<file path="config.mk">
export PLATFORM = sky130hd
export DESIGN_NAME = vga_sync_rx
export DESIGN_NICKNAME = d
export VERILOG_FILES = /design/src/rtl/vga_sync_rx.sv
export SDC_FILE = /design/constraint.sdc
export NUM_CORES = 1
export LEC_CHECK = 0
export ABC_AREA = 1
export CAP_MARGIN = 20
export CORE_MARGIN = 2
export CORE_UTILIZATION = 48
export DETAILED_ROUTE_END_ITERATION = 10
export HOLD_SLACK_MARGIN = 0.05
export MAX_ROUTING_LAYER = met4
export PLACE_DENSITY_LB_ADDON = 0.12
export SYNTH_ARGS = -nofsm -noshare
export SYNTH_HDL_FRONTEND = slang
export SYNTH_SLANG_ARGS = --single-unit
</file>
<file path="constraint.sdc">
create_clock -name i_clk -period 2.3 [get_ports i_clk]
set_input_delay 0.46 -clock i_clk [delete_from_list [all_inputs] [get_ports i_clk]]
set_output_delay 0.46 -clock i_clk [all_outputs]
set_load 0.05 [all_outputs]
</file>
<file path="src/rtl/vga_sync_rx.sv">
// vga_sync_rx: recovers pixel coordinates and a lock indication from a
// strobed VGA stream (active-low hsync/vsync, 12-bit RGB). Counters run on
// pixel strobes; pixel outputs lag the sampled pixel by one strobe.
// Optional frame checksum: define VGA_RX_CHECKSUM_EN to enable o_csum/o_csum_vld.
module vga_sync_rx #(
    parameter int H_ACTIVE = 640,
    parameter int H_SYNC   = 96,
    parameter int H_BP     = 48,
    parameter int H_TOTAL  = 800,
    parameter int V_ACTIVE = 480,
    parameter int V_SYNC   = 2,
    parameter int V_BP     = 33,
    parameter int V_TOTAL  = 525
) (
    input  logic        i_clk,
    input  logic        i_rst,
    input  logic        i_pix_stb,
    input  logic        i_hs,
    input  logic        i_vs,
    input  logic [11:0] i_rgb,
    output logic [9:0]  o_x,
    output logic [8:0]  o_y,
    output logic        o_de,
    output logic [11:0] o_rgb,
    output logic        o_sof,
    output logic        o_locked,
    output logic        o_err,
    output logic [15:0] o_csum,
    output logic        o_csum_vld
);
    localparam logic [10:0] H_START  = 11'(H_SYNC + H_BP);
    localparam logic [10:0] H_LAST   = 11'(H_SYNC + H_BP + H_ACTIVE - 1);
    localparam logic [10:0] H_END    = 11'(H_TOTAL - 1);
    localparam logic [9:0]  V_START  = 10'(V_SYNC + V_BP);
    localparam logic [9:0]  V_LAST   = 10'(V_SYNC + V_BP + V_ACTIVE - 1);
    localparam logic [9:0]  V_END    = 10'(V_TOTAL - 1);
    localparam logic [10:0] HCNT_MAX = 11'h7FF;
    localparam logic [9:0]  VCNT_MAX = 10'h3FF;

    typedef enum logic [1:0] {SEARCH = 2'd0, CHECK = 2'd1, LOCKED = 2'd2} state_t;

    state_t      state_q, state_d;
    logic        hs_q, hs_d, vs_q, vs_d, pend_q, pend_d, bad_q, bad_d;
    logic [10:0] hcnt_q, hcnt_d;
    logic [9:0]  vcnt_q, vcnt_d;
    logic [11:0] pix_q, pix_d;
    logic [9:0]  x_q, x_d;
    logic [8:0]  y_q, y_d;
    logic        de_q, de_d, sof_q, sof_d, err_q, err_d;
    logic [11:0] rgb_q, rgb_d;

    logic hs_fall, vs_fall, reload, line_good, frame_good, overrun, active;

    // A reload is the hs edge that starts a new frame (vs edge pending or coincident).
    assign hs_fall    = i_pix_stb & hs_q & ~i_hs;
    assign vs_fall    = i_pix_stb & vs_q & ~i_vs;
    assign reload     = hs_fall & (pend_q | vs_fall);
    assign line_good  = (hcnt_q == H_END);
    assign frame_good = (vcnt_q == V_END);
    assign overrun    = i_pix_stb & ~hs_fall & (hcnt_q == H_END);
    // Activity of the pixel sampled at the previous strobe (held in pix_q).
    assign active     = (hcnt_q >= H_START) && (hcnt_q <= H_LAST) &&
                        (vcnt_q >= V_START) && (vcnt_q <= V_LAST);

    // Lock FSM state register.
    always_ff @(posedge i_clk or posedge i_rst) begin
        if (i_rst) state_q <= SEARCH;
        else       state_q <= state_d;
    end

    // Lock FSM next state; a CHECK frame must be clean end to end before LOCKED.
    always_comb begin
        state_d = state_q;
        bad_d   = bad_q;
        err_d   = 1'b0;
        case (state_q)
            SEARCH: begin
                if (reload) begin
                    state_d = CHECK;
                    bad_d   = 1'b0;
                end
            end
            CHECK: begin
                if (reload) begin
                    state_d = (!bad_q && line_good && frame_good) ? LOCKED : SEARCH;
                end else if ((hs_fall && !line_good) || overrun) begin
                    bad_d = 1'b1;
                end
            end
            LOCKED: begin
                if ((hs_fall && !line_good) || (reload && !frame_good) || overrun) begin
                    err_d   = 1'b1;
                    state_d = SEARCH;
                end
            end
            default: state_d = SEARCH;
        endcase
    end

    // Sync history, saturating counters and the pending-vsync flag.
    always_comb begin
        hs_d   = hs_q;
        vs_d   = vs_q;
        pix_d  = pix_q;
        hcnt_d = hcnt_q;
        vcnt_d = vcnt_q;
        pend_d = pend_q;
        if (i_pix_stb) begin
            hs_d  = i_hs;
            vs_d  = i_vs;
            pix_d = i_rgb;
            if (hs_fall)                hcnt_d = '0;
            else if (hcnt_q != HCNT_MAX) hcnt_d = hcnt_q + 11'd1;
        end
        if (reload) begin
            vcnt_d = '0;
            pend_d = 1'b0;
        end else begin
            if (hs_fall && vcnt_q != VCNT_MAX) vcnt_d = vcnt_q + 10'd1;
            if (vs_fall)                       pend_d = 1'b1;
        end
    end

    // Pixel outputs update once per strobe; x/y/rgb hold while not displaying.
    always_comb begin
        x_d   = x_q;
        y_d   = y_q;
        rgb_d = rgb_q;
        de_d  = de_q;
        sof_d = 1'b0;
        if (i_pix_stb) begin
            de_d = active && (state_q == LOCKED);
            if (de_d) begin
                x_d   = 10'(hcnt_q - H_START);
                y_d   = 9'(vcnt_q - V_START);
                rgb_d = pix_q;
                sof_d = (hcnt_q == H_START) && (vcnt_q == V_START);
            end
        end
    end

    // Datapath and output registers.
    always_ff @(posedge i_clk or posedge i_rst) begin
        if (i_rst) begin
            hs_q   <= 1'b1;
            vs_q   <= 1'b1;
            pend_q <= 1'b0;
            bad_q  <= 1'b0;
            hcnt_q <= '0;
            vcnt_q <= '0;
            pix_q  <= '0;
            x_q    <= '0;
            y_q    <= '0;
            rgb_q  <= '0;
            de_q   <= 1'b0;
            sof_q  <= 1'b0;
            err_q  <= 1'b0;
        end else begin
            hs_q   <= hs_d;
            vs_q   <= vs_d;
            pend_q <= pend_d;
            bad_q  <= bad_d;
            hcnt_q <= hcnt_d;
            vcnt_q <= vcnt_d;
            pix_q  <= pix_d;
            x_q    <= x_d;
            y_q    <= y_d;
            rgb_q  <= rgb_d;
            de_q   <= de_d;
            sof_q  <= sof_d;
            err_q  <= err_d;
        end
    end

    assign o_x      = x_q;
    assign o_y      = y_q;
    assign o_rgb    = rgb_q;
    assign o_de     = de_q;
    assign o_sof    = sof_q;
    assign o_err    = err_q;
    assign o_locked = (state_q == LOCKED);

`ifdef VGA_RX_CHECKSUM_EN
    logic [15:0] acc_q, acc_d, csum_q, csum_d;
    logic        csum_vld_q, csum_vld_d;

    // Sum displayed pixels; publish only for a frame that stayed LOCKED to its end.
    always_comb begin
        acc_d      = acc_q;
        csum_d     = csum_q;
        csum_vld_d = 1'b0;
        if (reload) begin
            acc_d = '0;
            if (state_q == LOCKED && state_d == LOCKED) begin
                csum_d     = acc_q;
                csum_vld_d = 1'b1;
            end
        end else if (de_d && i_pix_stb) begin
            acc_d = acc_q + 16'(pix_q);
        end
    end

    // Checksum registers.
    always_ff @(posedge i_clk or posedge i_rst) begin
        if (i_rst) begin
            acc_q      <= '0;
            csum_q     <= '0;
            csum_vld_q <= 1'b0;
        end else begin
            acc_q      <= acc_d;
            csum_q     <= csum_d;
            csum_vld_q <= csum_vld_d;
        end
    end

    assign o_csum     = csum_q;
    assign o_csum_vld = csum_vld_q;
`else
    assign o_csum     = '0;
    assign o_csum_vld = 1'b0;
`endif

endmodule

</file>
==> impl_metrics.env <==
export IMPL_status="completed"
export IMPL_p_leak_nw=2.38
export IMPL_layout_setup_ws_ns=0.125
export IMPL_critPathTopFamily="buffers and inverters"
export IMPL_synth_top_cell_area_share=0.451
export IMPL_hold_violations=0
export IMPL_synth_compound_area_frac=0.0353
export IMPL_ys_seq_area_frac=0.464
export IMPL_regArea_mm2=0.00183
export IMPL_clkPwrFrac=0.305
export IMPL_ant_nets=0
export IMPL_cts_root_buf="clkbuf_8"
export IMPL_critPathKind="flop to primary output"
export IMPL_cts_htree_levels=3
export IMPL_slowest_stage="clkdlybuf4s50_1"
export IMPL_preCtsSetupSlack_ns=0.152
export IMPL_period_minus_slack_ns=2.17
export IMPL_ys_warn_count=0
export IMPL_synth_top_family_by_area="simple AND/OR/NAND/NOR gates"
export IMPL_multiInputGateArea_mm2=0.00174
export IMPL_gp_congestion=0.869
export IMPL_drt_iter0_drc=184
export IMPL_initial_utilization=0.487
export IMPL_place_hpwl_um=5990
export IMPL_viasPerCell=4.83
export IMPL_net_switching_power_w=0.00108
export IMPL_clockBufferDepth=2
export IMPL_max_cap_violations=0
export IMPL_drt_wirelength_per_cell_um=12.5
export IMPL_rrSetupSlack_ns=0.26
export IMPL_fin_crit_sh=0.946
export IMPL_max_freq_mhz=460
export IMPL_ys_flop_type="dfrtp_1"
export IMPL_finalClockSkew_ns=0.0124
export IMPL_swShare=0.349
export IMPL_rsz0062_at_grt="no"
export IMPL_cts_tree="yes"
export IMPL_internal_power_w=0.00202
export IMPL_peakVddDrop_uv=328
export IMPL_yosys_area_share_simple=0.336
export IMPL_worst_path_max_fanout=3
export IMPL_power_density_mw_per_mm2=666
export IMPL_post_cts_buffers=0
export IMPL_cp_num_buf_inv=2
export IMPL_synth_seq_cells=73
export IMPL_cp_required_ns=1.84
export IMPL_drtPass1Iterations=4
export IMPL_numCtsBuffers=9
export IMPL_fin_nets=575
export IMPL_grt_antenna_before_repair=0
export IMPL_area_growth_pct=18.2
export IMPL_synth_edff_count=0
export IMPL_die_x_um=94.6
export IMPL_tns_ns=0
export IMPL_cpPeakStageDelay_ns=0.81
export IMPL_routed_wl_um=8240
export IMPL_antenna_cells=0
export IMPL_rows=33
export IMPL_grt_max_degree=74
export IMPL_grt_pass1_vias=2999
export IMPL_synth_area_leaders="dfrtp_1, nand2_1, nand3_1"
export IMPL_syn_area_mm2=0.00394
export IMPL_p_comb_frac=0.202
export IMPL_hp_class="flop to flop"
export IMPL_clk_latency_ns=0.35
export IMPL_synth_cell_types=31
export IMPL_dp_cells=643
export IMPL_track_usage=0.209
export IMPL_syn_inst=498
export IMPL_synthMuxAreaShare=0
export IMPL_port_buffers=51
export IMPL_layout_common_cells="nand2_1, dfrtp_1, nand3_1"
export IMPL_fillCellCount=769
export IMPL_cts_sinks=73
export IMPL_setup_violations=0
export IMPL_drc=0
export IMPL_drive_above_1_share=0.110
export IMPL_tightest_slew_ns=0.542
export IMPL_gr_total_overflow=0
export IMPL_ioPinCount=69
export IMPL_yosys_area_share_adder=0.0286
export IMPL_die_area_mm2=0.00895
export IMPL_core_area_mm2=0.00809
export IMPL_synthArstFlopShare=1.00
export IMPL_start_kind="flop"
export IMPL_path_cells="inv_2, nor2_4, clkdlybuf4s50_1"
export IMPL_power_w=0.00310
export IMPL_vias=3181
export IMPL_path_clk_slew_ns=0.08
export IMPL_synth_area_leader_cell="dfrtp_1"
export IMPL_grt_pass1_wl_um=14100
export IMPL_end_kind="primary output"
export IMPL_layout_commonest_cell="nand2_1"
export IMPL_synthXorXnorAreaFrac=0.0245
export IMPL_crit_arrival_ns=1.71
export IMPL_slew_headroom=0.638
export IMPL_avgSynthCellArea_um2=7.91
export IMPL_final_cells=659
export IMPL_die_h_um=94.6
export IMPL_power_frac_seq=0.493
export IMPL_final_max_slew_violation_count=0
## registers in the layout, summed over array words and instances, names as in the netlist
signal	count
bad_q	1
hcnt_q	11
hs_q	1
o_de	1
o_err	1
o_rgb	12
o_sof	1
o_x	10
o_y	9
pend_q	1
pix_q	12
state_q	2
vcnt_q	10
vs_q	1
## final timing paths
path | cells past startpoint | from | to
worst min register to register | 2 | o_rgb[8]$_DFFE_PP0P_ | o_rgb[8]$_DFFE_PP0P_
worst max-delay path | 3 | state_q[1]$_DFFE_PP0P_ | o_locked
worst min-delay path | 2 | o_rgb[8]$_DFFE_PP0P_ | o_rgb[8]$_DFFE_PP0P_
min in group asynchronous | 3 | i_rst | o_rgb[3]$_DFFE_PP0P_
worst max register to register | 11 | hcnt_q[5]$_DFFE_PP0P_ | o_x[7]$_DFFE_PP0P_
max in group asynchronous | 3 | i_rst | vs_q$_DFFE_PP1P_
## cell type report
type | count | share of cell area
clock buffer | 9 | 0.0266
tap | 105 | 0.0282
timing repair buffer | 59 | 0.128
inverter | 46 | 0.0379
multi-input combinational | 360 | 0.374
sequential | 73 | 0.393
clock inverter | 7 | 0.0126
## power groups by stage
stage               clock network [W]  logic [W]  registers, W
global placement                    0   0.000618       0.00154
global route                  0.00102   0.000723       0.00154
detailed placement                  0   0.000629       0.00155
CTS                          0.000968   0.000635       0.00152
floorplan                           0   0.000547       0.00150
finish                       0.000945   0.000627       0.00153
## routing by layer
metal  share of wire  routed length [um]  track usage
met1            0.46                3820        0.272
met2            0.49                4040        0.332
met3           0.033                 274       0.0295
met4           0.013                 104       0.0809
met5               0                   0            -
## per-stage QoR
stage | area (um^2) | hold slack [ns] | utilization
finish | 4650 | 0.473 | 0.575
CTS | 4650 | 0.479 | 0.575
floorplan | 4000 | 0.443 | -
global route | 4650 | 0.498 | 0.575
detailed placement | 4470 | 0.458 | 0.552
global placement | 4470 | 0.454 | 0.552
## worst reg2reg max path: cells and delay by family (launching register included)
| family | cells | cell delay, ns |
|---|---|---|
| buffers and inverters | 2 | 0.23 |
| flip-flops | 1 | 0.44 |
| adder cells (fa/ha/maj) | 1 | 0.22 |
| AND/OR/NAND/NOR | 8 | 1.05 |
## synthesized netlist by cell type, types with 2 or more instances
master	number
nand2_1	158
buf_4	23
dfstp_2	2
nand3_1	57
buf_2	4
clkinv_1	2
a21oi_1	8
o21ai_0	18
buf_6	5
nor2_2	4
nor2_1	41
nor2_4	5
xor2_1	11
nand3_2	3
ha_1	9
dfrtp_1	71
inv_1	32
nor3_1	8
inv_2	12
clkbuf_1	2
nand4_1	8
nand2_2	6
## cell families (layout without fill, tap and decap cells)
kind of cell	count (synthesis)	in the layout
simple gates	296	296
flops	73	73
fa+ha+maj	9	9
other cells	1	17
compound gates	27	27
xor+xnor	11	11
buf+inv	81	121
## what timing repair did
action                                  4_1_cts  5_1_grt
hold endpoints to repair                      0        0
resized for setup                             0        1
endpoints found under the setup margin        0        1
hold buffers                                  0        0
No activity file was read; power rests on OpenSTA's default activity.
